**src/rtl/alu_op_sequencer.sv**
```systemverilog
// alu_op_sequencer: issue controller sitting between the execute stage and a
// 32-bit ALU. Accepts one op at a time, holds the ALU inputs stable for the
// op's latency, returns Y/flags over a response handshake and owns HI/LO.
// Optional feature macro: ALU_BACK2BACK_EN (accept a new request in the same
// cycle the previous response is consumed).
module alu_op_sequencer #(
    parameter int         MULT_CYCLES = 4,
    parameter int         DIV_CYCLES  = 8,
    parameter logic [3:0] OP_MULT     = 4'b0001,
    parameter logic [3:0] OP_DIV      = 4'b0010
) (
    input  logic        clk,
    input  logic        rst_n,
    input  logic        req_valid,
    output logic        req_ready,
    input  logic [3:0]  req_op,
    input  logic [1:0]  req_sign,
    input  logic [31:0] req_a,
    input  logic [31:0] req_b,
    output logic [3:0]  alu_op,
    output logic [1:0]  alu_sign,
    output logic [31:0] alu_a,
    output logic [31:0] alu_b,
    input  logic [31:0] alu_y,
    input  logic [31:0] alu_hi,
    input  logic [31:0] alu_lo,
    input  logic [3:0]  alu_flags,
    output logic        rsp_valid,
    input  logic        rsp_ready,
    output logic [31:0] rsp_y,
    output logic [3:0]  rsp_flags,
    output logic        rsp_dz,
    output logic [31:0] hi,
    output logic [31:0] lo,
    output logic        busy
);

    // Counter only ever holds LAT-1, so it needs enough bits for MAX_LAT-1.
    localparam int MAX_LAT = (MULT_CYCLES > DIV_CYCLES) ? MULT_CYCLES : DIV_CYCLES;
    localparam int CW      = (MAX_LAT > 1) ? $clog2(MAX_LAT) : 1;

    typedef enum logic [1:0] {
        IDLE = 2'd0,
        EXEC = 2'd1,
        RESP = 2'd2
    } state_t;

    state_t         state;
    logic [CW-1:0]  count;
    logic           accept;
    logic           issue_dz;
    logic [CW-1:0]  issue_cnt;
    logic           hilo_op;

    // Request side is open in IDLE, and optionally while the response drains.
`ifdef ALU_BACK2BACK_EN
    assign req_ready = (state == IDLE) || ((state == RESP) && rsp_ready);
`else
    assign req_ready = (state == IDLE);
`endif

    assign busy     = (state != IDLE);
    assign accept   = req_valid && req_ready;
    assign issue_dz = (req_op == OP_DIV) && (req_b == 32'd0);
    assign hilo_op  = (alu_op == OP_MULT) || (alu_op == OP_DIV);

    // Initial counter value (LAT-1) for the op being accepted.
    always_comb begin
        issue_cnt = '0;
        if (req_op == OP_MULT) begin
            issue_cnt = CW'(MULT_CYCLES - 1);
        end else if (req_op == OP_DIV) begin
            issue_cnt = CW'(DIV_CYCLES - 1);
        end
    end

    // Sequencer FSM: issue, hold for latency, capture and hand back result.
    always_ff @(posedge clk or negedge rst_n) begin
        if (!rst_n) begin
            state     <= IDLE;
            count     <= '0;
            alu_op    <= '0;
            alu_sign  <= '0;
            alu_a     <= '0;
            alu_b     <= '0;
            rsp_valid <= 1'b0;
            rsp_y     <= '0;
            rsp_flags <= '0;
            rsp_dz    <= 1'b0;
            hi        <= '0;
            lo        <= '0;
        end else if (accept) begin
            // Accept only happens in IDLE or while a response is consumed,
            // so a new issue fully defines the next state.
            if (issue_dz) begin
                // Divide by zero never reaches the ALU; answer immediately.
                state     <= RESP;
                rsp_valid <= 1'b1;
                rsp_y     <= '0;
                rsp_flags <= '0;
                rsp_dz    <= 1'b1;
            end else begin
                state     <= EXEC;
                rsp_valid <= 1'b0;
                count     <= issue_cnt;
                alu_op    <= req_op;
                alu_sign  <= req_sign;
                alu_a     <= req_a;
                alu_b     <= req_b;
            end
        end else begin
            case (state)
                EXEC: begin
                    if (count != '0) begin
                        count <= count - 1'b1;
                    end else begin
                        rsp_y     <= alu_y;
                        rsp_flags <= alu_flags;
                        rsp_dz    <= 1'b0;
                        rsp_valid <= 1'b1;
                        state     <= RESP;
                        if (hilo_op) begin
                            hi <= alu_hi;
                            lo <= alu_lo;
                        end
                    end
                end
                RESP: begin
                    if (rsp_ready) begin
                        rsp_valid <= 1'b0;
                        state     <= IDLE;
                    end
                end
                default: begin
                    state <= IDLE;
                end
            endcase
        end
    end

endmodule

```
**config.mk**
```make
export PLATFORM = sky130hd
export DESIGN_NAME = alu_op_sequencer
export DESIGN_NICKNAME = d
export VERILOG_FILES = /design/src/rtl/alu_op_sequencer.sv
export SDC_FILE = /design/constraint.sdc
export NUM_CORES = 1
export LEC_CHECK = 0
export CORE_AREA = 2 2 135 137
export CTS_CLUSTER_SIZE = 30
export DETAILED_ROUTE_END_ITERATION = 6
export DIE_AREA = 0 0 137 139
export PLACE_DENSITY_LB_ADDON = 0.1
export SLEW_MARGIN = 30
export SYNTH_ARGS = -nofsm -noshare
export SYNTH_HDL_FRONTEND = slang
export SYNTH_SLANG_ARGS = --single-unit
```
**constraint.sdc**
```tcl
create_clock -name clk -period 2.7 [get_ports clk]
set_input_delay 0.675 -clock clk [delete_from_list [all_inputs] [get_ports clk]]
set_output_delay 0.675 -clock clk [all_outputs]
set_load 0.02 [all_outputs]
```
* After elaboration in Yosys (flattened, before gate mapping)
Cells that the tools add are included.
** Storage, ports and cells
- Bits of input ports :: 174
- Memories :: 0
- Register bits after elaboration :: 177
- Logic and storage cells :: 71
- Latch bits :: 0
- Memory bits (writable) :: 0
- Output and inout port bits :: 174
- Memory bits (read-only) :: 0
** Cells by class
- Multiplexer cells :: 28
- Div/mod/pow operators :: 0
- Bitwise operators :: 3
- Equality and inequality tests :: 11
- $lt $le $gt $ge :: 0
- Add/sub/neg operators :: 1
- Reductions and logical operators :: 16
- Multipliers :: 0
- Shift operators :: 0
** Operators with widths (count)
- $mux 32 :: 4
- $logic_not 32->1 :: 1
- $mux 3 :: 6
- $mux 4 :: 4
- $reduce_and 3->1 :: 3
- $eq 4x1->1 const B :: 2
- $eq 4x2->1 const B :: 2
- $mux 1 :: 8
- $mux 2 :: 4
- $ne 3x3->1 const B :: 2
- $reduce_bool 2->1 :: 3
- $reduce_bool 3->1 :: 2
- $ne 2x2->1 const B :: 2
- $pmux 2 s2 :: 1
- $reduce_and 2->1 :: 2
- $reduce_and 4->1 :: 1
- $not 1->1 :: 3
- $sub 3x1->3 const B :: 1
- $eq 2x1->1 const B :: 1
- $eq 2x2->1 const B :: 1
- $logic_and 1x1->1 :: 2
- $logic_not 2->1 :: 1
- $ne 2x1->1 const B :: 1
- $pmux 1 s2 :: 1
- $logic_or 1x1->1 :: 1

* Depth between registers and ports, before layout
Gate-level depths: netlist of the first run.
- Word-level depth :: 5
- Mapped depth :: 9
- Mapped depth without buffers :: 8

* Worst setup path before layout of the first run
No wires, ideal clock.
- Path kind :: input port to flip-flop
- From :: input req_b[27]
- To :: register alu_b[10]
- Data required time :: 2575 ps
- Stages on the path :: 6
- Slack :: 479 ps
- Library setup time :: 125 ps
- Buffers on the path :: 1
- Data arrival time :: 2096 ps
- Cell sequence :: nor4_1 > and4_1 > nand3_1 > o21ai_2 > buf_2 > mux2_2
** Between the ends
- Cells in the longest elaborated chain, start to end :: 4
** RTL lines
- start: declaration :: RTL line 19 : input logic [31:0] req_b,
- $logic_not 32->1 :: RTL line 64 : assign issue_dz = (req_op == OP_DIV) && (req_b == 32'd0);
- $logic_and 1x1->1 :: RTL line 64
- $not 1->1 (no source line)
- $reduce_and 2->1 (no source line)
- end signal: assignment :: RTL line 109 : alu_b <= req_b;
- end: declaration :: RTL line 23 : output logic [31:0] alu_b,
No other way between the ends.
A chain may end at the register's enable or synchronous reset.

* Worst setup path after layout of the first run
- From :: register state[1]
- To :: output req_ready
** Between the ends
- Cells in the longest elaborated chain, start to end :: 1
** RTL lines
- start: declaration :: RTL line 48 : state_t state;
- start signal: assignment :: RTL line 80 : state <= IDLE;
- start signal: assignment :: RTL line 97 : state <= RESP;
- start signal: assignment :: RTL line 103 : state <= EXEC;
- $logic_not 2->1 :: RTL line 59 : assign req_ready = (state == IDLE);
- end: declaration :: RTL line 15 : output logic req_ready,
No other way between the ends.

==> impl_metrics.tcl, run 1 <==
set metrics [dict create \
    critical_path.startpoint_type "flip-flop" \
    io_buffer_count 347 \
    power.sequential.fraction 0.329 \
    p_switching_mw 5.190 \
    fin_setup_tns_ps 0 \
    via_count_of_the_routed_design 5323 \
    critical_path_class "flip-flop to output pin" \
    total_die_area_um2 19040 \
    final_min_period_over_clock_period 0.9100 \
    net_count_of_the_finished_layout 1035 \
    path_max_fanout 6 \
    postLayoutSetupSlackWorst_ps 243.0 \
    pre_cts_ws_ps -100.9 \
    post-route-drc-count 3 \
    coreArea_um2 17660 \
    rsz0062_at_grt "no" \
    number_of_maximum_capacitance_violations 0 \
    fin_total_pwr_mw 14.48 \
    hold_viol_final 0 \
    grt-busiest-layer "met2" \
    drt_first_pass_iters 7 \
    max_freq_mhz 407.0 \
    die_w_um 137 \
    place_hpwl_mm 15.04 \
    tightestPinTransition_ps 594.9 \
    syn-instance-count 496 \
    grt_pass1_vias 5665 \
    grt_pass1_wl_mm 30.81 \
    pwr-share-clk 0.165 \
    finalSetupViolCount 0 \
    worst_setup_path_end_kind "output pin" \
    insertion_delay_ps 430 \
    internal_power_mw 9.294 \
    aggregate_global_routing_overflow 0 \
    power.ir.vdd_worst_mv 0.6234 \
    ant_diodes 0 \
    cts-htree-levels 4 \
    fillCellCount 1313 \
    detail_route.wirelength_mm 20.15 \
    finalWeightedCongestion 0.7853 \
    run_status "finished with violations" \
    route.detailed.vias_per_inst 4.835 \
    clockBufferDepth 2 \
    cts_buffers 17 \
    total_leakage_power_nw 5.055 \
    area_added_between_synthesis_and_finish_pct 63.17 \
    global_route.usage.total 0.2111 \
    ys_types 35 \
    warnings_from_yosys 0 \
    finalMaxSlewViolations 0 \
    core.rowCount 49 \
    ios 348 \
    critPathArrivalTime_ps 1780 \
    crit_required_ps 2030 \
    cts_tree "done" \
    dp_cells 1069 \
    die_y_um 139 \
    m3_gr_usage 0.07456 \
    smallest_hold_slack_ps 161.4 \
    clock_sink_count 177 \
    met2_grt_util 0.3695 \
    postSynthAreaPerCell_um2 14.25 \
    skew_ps 10.03 \
    grt_start_max_net_pins 65 \
    floorplan.initialDensity 0.4002 \
    drive_gt1_frac 0.2122 \
    holdCritPathClass "input pin to asynchronous set/reset pin" \
    number_of_synthesized_register_bits 177 \
    final_core_util 0.6529 \
    avgRoutedWirePerCell_um 18.30 \
    syn-cell-area_um2 7066 \
    clk_pin_slew_worst_paths_ps 70 \
    cellPowerDensity_nw_per_um2 1256 \
    ctsRootBufferMaster "sky130_fd_sc_hd__clkbuf_16" \
    layout.cell_area.non_filler_um2 11530 \
    detailedRoute.firstIterationViolations 174 \
    globalRouteMet1Util 0.2356 \
    slew_headroom 0.6030 \
    layout.cells.non_filler 1101 \
    failing_checks "DRC" \
    synth.net_count 672 \
    cts_hold_fix_bufs 0 \
    antenna_left 0 \
    post-cts-setup-buffers 0 \
    period_minus_slack_ps 2457 \
    placed_area_um2 10960 \
    switching_power_share_of_the_total 0.3583 \
    comb_power_share 0.507 \
    grt_antenna_before_repair 0 \
    post_cts_resized 0 \
    synth_seq_area_share 0.6269 \
]
## routing by layer
metal / wire [µm] / share of wire / vias up
li1: - / - / 2451
met1: 7574 / 0.38 / 2611
met2: 10280 / 0.51 / 229
met3: 1816 / 0.090 / 32
met4: 478 / 0.024 / 0
met5: 0 / 0 / -
## flip-flops by register name, summed over array words and instances (netlist names)
name	flops
alu_a	32
alu_b	32
hi	32
lo	32
rsp_y	32
alu_op	4
rsp_flags	4
count	3
alu_sign	2
state	2
rsp_dz	1
rsp_valid	1
## area by class of cell
| type | instances | area (µm²) | share of cell area |
|---|---|---|---|
| clock buffer | 20 | 446.7 | 0.03875 |
| clock inverter | 12 | 123.9 | 0.01074 |
| inverter | 5 | 18.77 | 0.001628 |
| multi-input combinational | 288 | 2476 | 0.2148 |
| sequential | 177 | 4429 | 0.3842 |
| tap | 229 | 286.5 | 0.02485 |
| timing repair buffer | 370 | 3747 | 0.3250 |
## Yosys cell counts
| library cell | count | area share |
|---|---|---|
| sky130_fd_sc_hd__buf_4 | 1 | 0.0011 |
| sky130_fd_sc_hd__mux2_4 | 60 | 0.13 |
| sky130_fd_sc_hd__nor3_1 | 2 | 0.0014 |
| sky130_fd_sc_hd__o21ai_2 | 1 | 0.0012 |
| sky130_fd_sc_hd__inv_1 | 5 | 0.0027 |
| sky130_fd_sc_hd__nand2_1 | 74 | 0.039 |
| sky130_fd_sc_hd__nor4b_1 | 1 | 0.0012 |
| sky130_fd_sc_hd__dfrtp_1 | 177 | 0.63 |
| sky130_fd_sc_hd__buf_6 | 6 | 0.0096 |
| sky130_fd_sc_hd__a211oi_1 | 2 | 0.0021 |
| sky130_fd_sc_hd__clkbuf_1 | 13 | 0.0069 |
| sky130_fd_sc_hd__nor2_1 | 5 | 0.0027 |
| sky130_fd_sc_hd__mux2_2 | 65 | 0.10 |
| sky130_fd_sc_hd__a211o_1 | 1 | 0.0012 |
| sky130_fd_sc_hd__or4_1 | 1 | 0.0011 |
| sky130_fd_sc_hd__and2_1 | 1 | 0.00089 |
| sky130_fd_sc_hd__xnor2_1 | 2 | 0.0025 |
| sky130_fd_sc_hd__o21a_1 | 1 | 0.0011 |
| sky130_fd_sc_hd__or2_1 | 1 | 0.00089 |
| sky130_fd_sc_hd__nor2b_1 | 1 | 0.00089 |
| sky130_fd_sc_hd__buf_2 | 6 | 0.0043 |
| sky130_fd_sc_hd__nor4_1 | 9 | 0.0080 |
| sky130_fd_sc_hd__o31a_1 | 2 | 0.0025 |
| sky130_fd_sc_hd__ha_1 | 2 | 0.0035 |
| sky130_fd_sc_hd__a21oi_1 | 2 | 0.0014 |
| sky130_fd_sc_hd__a21o_1 | 1 | 0.0011 |
| sky130_fd_sc_hd__or2_2 | 1 | 0.00089 |
| sky130_fd_sc_hd__o211ai_1 | 1 | 0.0011 |
| sky130_fd_sc_hd__nand3_1 | 2 | 0.0014 |
| sky130_fd_sc_hd__o21ai_0 | 32 | 0.023 |
| sky130_fd_sc_hd__nand2b_1 | 1 | 0.00089 |
| sky130_fd_sc_hd__and4_1 | 1 | 0.0012 |
| sky130_fd_sc_hd__o21ai_1 | 6 | 0.0043 |
| sky130_fd_sc_hd__nor3b_1 | 1 | 0.0011 |
| sky130_fd_sc_hd__a22o_1 | 9 | 0.011 |
## placed cells by master, fill, tap and decap left out, types with 2 or more instances in the layout
cell type / n
sky130_fd_sc_hd__a211oi_1: 2
sky130_fd_sc_hd__a21oi_1: 2
sky130_fd_sc_hd__a22o_1: 9
sky130_fd_sc_hd__buf_12: 8
sky130_fd_sc_hd__buf_4: 15
sky130_fd_sc_hd__clkbuf_1: 2
sky130_fd_sc_hd__clkbuf_16: 17
sky130_fd_sc_hd__clkdlybuf4s50_1: 346
sky130_fd_sc_hd__clkinv_4: 2
sky130_fd_sc_hd__clkinvlp_4: 3
sky130_fd_sc_hd__dfrtp_1: 177
sky130_fd_sc_hd__ha_1: 2
sky130_fd_sc_hd__inv_1: 5
sky130_fd_sc_hd__inv_6: 3
sky130_fd_sc_hd__inv_8: 2
sky130_fd_sc_hd__mux2_2: 65
sky130_fd_sc_hd__mux2_4: 60
sky130_fd_sc_hd__nand2_1: 74
sky130_fd_sc_hd__nand3_1: 2
sky130_fd_sc_hd__nor2_1: 4
sky130_fd_sc_hd__nor4_1: 9
sky130_fd_sc_hd__o21ai_0: 32
sky130_fd_sc_hd__o21ai_1: 6
sky130_fd_sc_hd__o31a_1: 2
sky130_fd_sc_hd__xnor2_1: 2
## critical path, stage by stage, from the launching register on
cell	delay (ps)
sky130_fd_sc_hd__dfrtp_1	440
sky130_fd_sc_hd__nor2_1	260
sky130_fd_sc_hd__clkdlybuf4s50_1	660
## power groups by stage
stage | logic (mW) | registers (mW) | clock network (mW)
after global routing | 7.76 | 4.93 | 2.56
after detailed placement | 7.39 | 4.79 | 0
after CTS | 7.43 | 4.77 | 2.45
after global placement | 7.30 | 4.71 | 0
final | 7.34 | 4.76 | 2.38
after floorplan | 2.10 | 6.34 | 0
## worst paths after layout
| check | start | end | slack [ps] | cells past startpoint |
|---|---|---|---|---|
| worst max-delay path | state[1] | req_ready | 240 | 2 |
| worst min-delay path | rst_n | hi[24] | 160 | 1 |
| worst max register to register | count[0] | hi[17] | 310 | 8 |
| worst min register to register | rsp_dz | rsp_dz | 480 | 1 |
| max in group asynchronous | rst_n | hi[13] | 1850 | 2 |
| min in group clk | rsp_dz | rsp_dz | 480 | 1 |
## cell families (layout without fill, tap and decap cells)
logic type	Yosys count	in the layout	synth area share
muxes	125	125	0.2311
and+or+nand+nor	101	101	0.06181
buffers and inverters	31	407	0.02444
adders and majority gates	2	2	0.003541
DFF	177	177	0.6269
AOI/OAI and AO/OA	58	58	0.04976
xor gates and xnor gates	2	2	0.002480
Power figures use the tool's default switching activity.
==> inputs of run 2 (changes only) <==
- CORE_AREA: 2 2 135 137 -> unset
- CORE_ASPECT_RATIO: unset -> 0.75
- CORE_UTILIZATION: unset -> 41
- DIE_AREA: 0 0 137 139 -> unset
- GPL_ROUTABILITY_DRIVEN: unset -> 0
==> run 2 against run 1 <==
  * The run now ends clean
  * Critical path type is now flip-flop to flip-flop
  * Worst setup slack worse by 75 ps
  * Largest power group unchanged
  * Worst hold slack better by 63 ps
  * Global-route usage increased by 1.7 points
  * Maximum frequency down 3.0%
  * First-iteration DRC count rose by 60%
  * Sequential power is essentially flat
  * Clock-buffer cell count is 1 lower
  * Non-clock buffer count is 1 lower
  * Register-to-register slack got worse by 140 ps
  * Utilization grew 3.2 points
  * Routed wire length is 0.17% lower
==> impl_metrics.tcl, run 2 (synthesis results as in run 1) <==
set metrics [dict create \
    run_status "completed" \
    drt_first_pass_iters 4 \
    cts_buffers 17 \
    placed_area_um2 10930 \
    antenna_left 0 \
    ios 348 \
    via_count_of_the_routed_design 5264 \
    aggregate_global_routing_overflow 0 \
    post-cts-setup-buffers 0 \
    grt_antenna_before_repair 0 \
    critical_path_buf_inv_count 2 \
    layout.cell_area.non_filler_um2 11520 \
    finalSetupViolCount 0 \
    power.ir.vdd_worst_mv 0.6892 \
    global_route.usage.total 0.2282 \
    route.detailed.vias_per_inst 4.852 \
    coreArea_um2 16830 \
    rsz0062_at_grt "no" \
    place_hpwl_mm 14.93 \
    die_y_um 115.7 \
    cellPowerDensity_nw_per_um2 1270 \
    insertion_delay_ps 430 \
    timing.reg2reg.setup_slack_ps 170 \
    avgRoutedWirePerCell_um 18.54 \
    total_die_area_um2 17770 \
    number_of_maximum_capacitance_violations 0 \
    most-common-layout-cells "sky130_fd_sc_hd__clkdlybuf4s50_1 (346), sky130_fd_sc_hd__dfrtp_1 (177), sky130_fd_sc_hd__nand2_1 (74), sky130_fd_sc_hd__mux2_2 (65), sky130_fd_sc_hd__mux2_4 (60)" \
    post_cts_resized 0 \
    grt_pass1_vias 5395 \
    clockBufferDepth 2 \
    smallest_hold_slack_ps 224.0 \
    cts-htree-levels 4 \
    finalMaxSlewViolations 0 \
    detail_route.wirelength_mm 20.12 \
    critical_path_class "flip-flop to flip-flop" \
    crit_family "simple AND/OR/NAND/NOR gates" \
    grt_start_max_net_pins 63 \
    skew_ps 9.551 \
    critPathSlowestCell "sky130_fd_sc_hd__or4_4" \
    ctsRootBufferMaster "sky130_fd_sc_hd__clkbuf_16" \
    net_count_of_the_finished_layout 1034 \
    drive_gt1_frac 0.2092 \
    fin_setup_tns_ps 0 \
    io_buffer_count 347 \
    floorplan.initialDensity 0.4199 \
    final_min_period_over_clock_period 0.9378 \
    die_w_um 153.6 \
    cts_tree "done" \
    post-route-drc-count 0 \
    clock_sink_count 177 \
    crit_path_cell_trace "inv_1, ha_1, ha_1, nand2_1, or2_1, or4_4, buf_12, mux2_4" \
    layout.cells.most_common "sky130_fd_sc_hd__clkdlybuf4s50_1" \
    path_common_cell "sky130_fd_sc_hd__ha_1" \
    tightestPinTransition_ps 645.5 \
    core.rowCount 41 \
    period_minus_slack_ps 2532 \
    cts_hold_fix_bufs 0 \
    worst_setup_path_end_kind "flip-flop" \
    path_max_fanout 32 \
    total_leakage_power_nw 5.067 \
    clk_pin_slew_worst_paths_ps 60 \
    critPathArrivalTime_ps 2840 \
    critical_path.startpoint_type "flip-flop" \
    holdCritPathClass "input pin to asynchronous set/reset pin" \
    ant_diodes 0 \
    slew_headroom 0.5692 \
    grt_pass1_wl_mm 30.78 \
    crit_path_largest_cell_delay_ps 650 \
    crit_required_ps 3010 \
    max_freq_mhz 394.9 \
    detailedRoute.firstIterationViolations 278 \
    hold_viol_final 0 \
    area_added_between_synthesis_and_finish_pct 63.11 \
]
-- run 2: cell count changes in the layout (fill, tap and decap cells not counted) --
cell and change:
sky130_fd_sc_hd__inv_6 -1, sky130_fd_sc_hd__buf_4 -1, sky130_fd_sc_hd__o21a_1 +1, sky130_fd_sc_hd__inv_8 -2, sky130_fd_sc_hd__clkinv_4 +2, sky130_fd_sc_hd__clkinvlp_4 -2
sky130_fd_sc_hd__o21a_2 -1, sky130_fd_sc_hd__clkinv_2 +1, sky130_fd_sc_hd__bufinv_16 +2, sky130_fd_sc_hd__clkbuf_8 -1
-- run 2: path summary, 6_finish.rpt --
kind / start / endpoint / cells past startpoint
max: count[0] / hi[13] / 8
min: rst_n / hi[18] / 1
max reg2reg: count[0] / hi[13] / 8
min reg2reg: rsp_dz / rsp_dz / 1
max in group asynchronous: rst_n / lo[7] / 2
min in group clk: rsp_dz / rsp_dz / 1
-- run 2: where the power goes --
part / internal [mW] / switching, mW
sequential: 4.01 / 0.757
combinational: 3.95 / 3.41
clock: 1.46 / 1.05
-- run 2: area by class of cell --
cell class | count | area (µm²)
fill | 1225 | 5301
sequential | 177 | 4429
timing repair buffer | 369 | 3740
multi-input combinational | 288 | 2475
clock buffer | 19 | 432.9
tap | 215 | 269.0
clock inverter | 12 | 160.2
inverter | 5 | 18.77
-- run 2: worst register-to-register path, cell delays in order, from the launching register on --
cell and delay [ps]:
sky130_fd_sc_hd__dfrtp_1 390, sky130_fd_sc_hd__inv_1 60, sky130_fd_sc_hd__ha_1 140, sky130_fd_sc_hd__ha_1 210
sky130_fd_sc_hd__nand2_1 100, sky130_fd_sc_hd__or2_1 250, sky130_fd_sc_hd__or4_4 650, sky130_fd_sc_hd__buf_12 270
sky130_fd_sc_hd__mux2_4 340
-- run 2: through the flow --
| stage | std cells | power, mW | worst slack, ps | util |
|---|---|---|---|---|
| 4_1_cts | 1085 | 14.81 | 156.8 | 0.6849 |
| 3_3_place_gp | 1054 | 11.99 | -43.51 | 0.6497 |
| 6_report | 1085 | 14.64 | 167.8 | 0.6849 |
| 5_1_grt | 1085 | 15.37 | 57.51 | 0.6849 |
| 3_5_place_dp | 1054 | 12.21 | -155.0 | 0.6497 |
| 2_1_floorplan | 496 | 8.440 | 479.4 | - |
-- run 2: metal layers --
metal | vias to the layer above | wire length, µm | GRT usage
met1 | 2576 | 7931 | 0.2686
met3 | 30 | 1620 | 0.08040
met5 | - | 0 | 0
met2 | 211 | 10110 | 0.3900
li1 | 2447 | - | -
met4 | 0 | 457 | 0.08333
==> inputs of run 3 (changes only) <==
- CORE_UTILIZATION: 41 -> 37
- clock period: 2.7 -> 2.09 ns (I/O delays scaled with it)
==> run 3 against run 2 <==
  * The run now ends with setup timing left
  * Sequential power rose by 30%
  * Utilization fell by 3.3 points
  * Routed wire length rose by 3.2%
  * Critical path type unchanged
==> impl_metrics.tcl, run 3 (synthesis results as in run 1) <==
set metrics [dict create \
    run_status "finished with violations" \
    failing_checks "setup timing" \
    via_count_of_the_routed_design 5445 \
    cts_tree "done" \
    fin_setup_tns_ps -6834 \
    critical_path.startpoint_type "flip-flop" \
    power.ir.vdd_worst_mv 0.9725 \
    cts_buffers 17 \
    place_hpwl_mm 14.82 \
    total_die_area_um2 19660 \
    clock_sink_count 177 \
    critical_path_class "flip-flop to flip-flop" \
    die_y_um 121.7 \
    postLayoutSetupSlackWorst_ps -155.2 \
    regToRegEndpoint "hi[0]" \
    worst_setup_path_end_kind "flip-flop" \
    grt_pass1_wl_mm 31.81 \
    slew_headroom 0.6945 \
    grt_start_max_net_pins 43 \
    max_freq_mhz 445.4 \
    layout.cells.non_filler 1153 \
    global_route.usage.total 0.2126 \
    detailroute.wirelength.met2_mm 10.15 \
    ant_diodes 0 \
    most-common-layout-cells "sky130_fd_sc_hd__clkdlybuf4s50_1 (326), sky130_fd_sc_hd__dfrtp_1 (176), sky130_fd_sc_hd__nand2_1 (73), sky130_fd_sc_hd__mux2_2 (63), sky130_fd_sc_hd__mux2_4 (62)" \
    regToRegStartpoint "count[0]" \
    route.detailed.vias_per_inst 4.722 \
    io_buffer_count 347 \
    rsz0062_at_grt "yes" \
    holdCritPathClass "input pin to asynchronous set/reset pin" \
    tightestPinTransition_ps 458.3 \
    cellPowerDensity_nw_per_um2 1561 \
    number_of_maximum_capacitance_violations 0 \
    total_leakage_power_nw 5.400 \
    clockBufferDepth 2 \
    insertion_delay_ps 420 \
    grt_antenna_before_repair 0 \
    detail_route.wirelength_mm 20.75 \
    post-route-drc-count 0 \
    met3WireLength_mm 1.750 \
    ctsRootBufferMaster "sky130_fd_sc_hd__clkbuf_16" \
    finalSetupViolCount 63 \
    period_minus_slack_ps 2245 \
    register_area_um2 4431 \
    fillCellCount 1411 \
    avgRoutedWirePerCell_um 18.00 \
    crit_required_ps 2390 \
    core.rowCount 43 \
    drive_gt1_frac 0.2649 \
    detailedRoute.firstIterationViolations 259 \
    skew_ps 9.559 \
    hold_viol_final 0 \
    dp_cells 1105 \
    path_max_fanout 41 \
    critPathArrivalTime_ps 2550 \
    finalMaxSlewViolations 0 \
    total_area_of_multi_input_combinational_cells_um2 2654 \
    reg2regPathDepth 8 \
    cts_hold_fix_bufs 0 \
    layout.cells.most_common "sky130_fd_sc_hd__clkdlybuf4s50_1" \
    cts-htree-levels 4 \
    routed.top_layer "met4" \
    grt_pass1_vias 5846 \
    coreArea_um2 18620 \
    area_added_between_synthesis_and_finish_pct 71.70 \
    drt_first_pass_iters 4 \
    aggregate_global_routing_overflow 0 \
    floorplan.initialDensity 0.3796 \
    timing.reg2reg.setup_slack_ps -160 \
    net_count_of_the_finished_layout 1069 \
    ios 348 \
    antenna_left 0 \
    die_w_um 161.6 \
    met1_length_mm 8.440 \
    clk_pin_slew_worst_paths_ps 70 \
    final_min_period_over_clock_period 1.074 \
]
-- run 3: area by class of cell --
| class | count | area share |
|---|---|---|
| sequential | 177 | 0.3652 |
| inverter | 5 | 0.001547 |
| tap | 247 | 0.02547 |
| clock inverter | 12 | 0.008045 |
| timing repair buffer | 404 | 0.3433 |
| multi-input combinational | 288 | 0.2188 |
| clock buffer | 20 | 0.03764 |
-- run 3: where the power goes --
| part | switching (mW) | internal, mW | total (mW) |
|---|---|---|---|
| Sequential | 1.00 | 5.18 | 6.18 |
| Clock | 1.39 | 1.61 | 2.99 |
| Combinational | 4.46 | 5.30 | 9.76 |
-- run 3: worst max-delay path: stages (launching register included) --
cell and delay [ps]:
sky130_fd_sc_hd__dfrtp_1 390, sky130_fd_sc_hd__inv_2 70, sky130_fd_sc_hd__ha_4 130, sky130_fd_sc_hd__ha_4 120
sky130_fd_sc_hd__nand2_2 50, sky130_fd_sc_hd__or2_4 250, sky130_fd_sc_hd__or4_4 500, sky130_fd_sc_hd__buf_12 240
sky130_fd_sc_hd__mux2_4 340
-- run 3: stage by stage --
stage / power [mW] / utilization / setup slack, ps / hold WS (ps) / instance area, µm²
after detailed placement: 15.83 / 0.5974 / -635.9 / 471.0 / 11120
after CTS: 19.08 / 0.6434 / -155.4 / 31.58 / 11980
final: 18.94 / 0.6517 / -155.2 / 15.68 / 12130
after global placement: 15.61 / 0.5974 / -584.5 / 461.5 / 11120
after global routing: 19.94 / 0.6517 / -204.1 / 34.61 / 12130
after floorplan: 10.94 / - / -34.59 / 226.9 / 7109
-- run 3: layer usage --
metal  GRT usage  vias to the layer above
met5           0                        -
met4     0.07017                        0
met3     0.07320                       26
met2      0.3551                      224
met1      0.2584                     2678
li1            -                     2517
-- run 3: repair_timing --
action	4_1_cts	5_1_grt
gates resized for setup	36	28
setup buffers	7	5
endpoints found under the setup margin	173	163
gates cloned	5	0
pin swaps	8	9
-- run 3: how the worst max path moves through the flow --
stage	startpoint	to	slack, ps
global route	count[0]	hi[0]	-200
detailed placement	req_b[27]	rsp_y[4]	-640
global placement	req_b[27]	rsp_flags[3]	-580
finish	count[0]	hi[0]	-160
floorplan	count[0]	hi[0]	-30
CTS	count[1]	hi[7]	-160
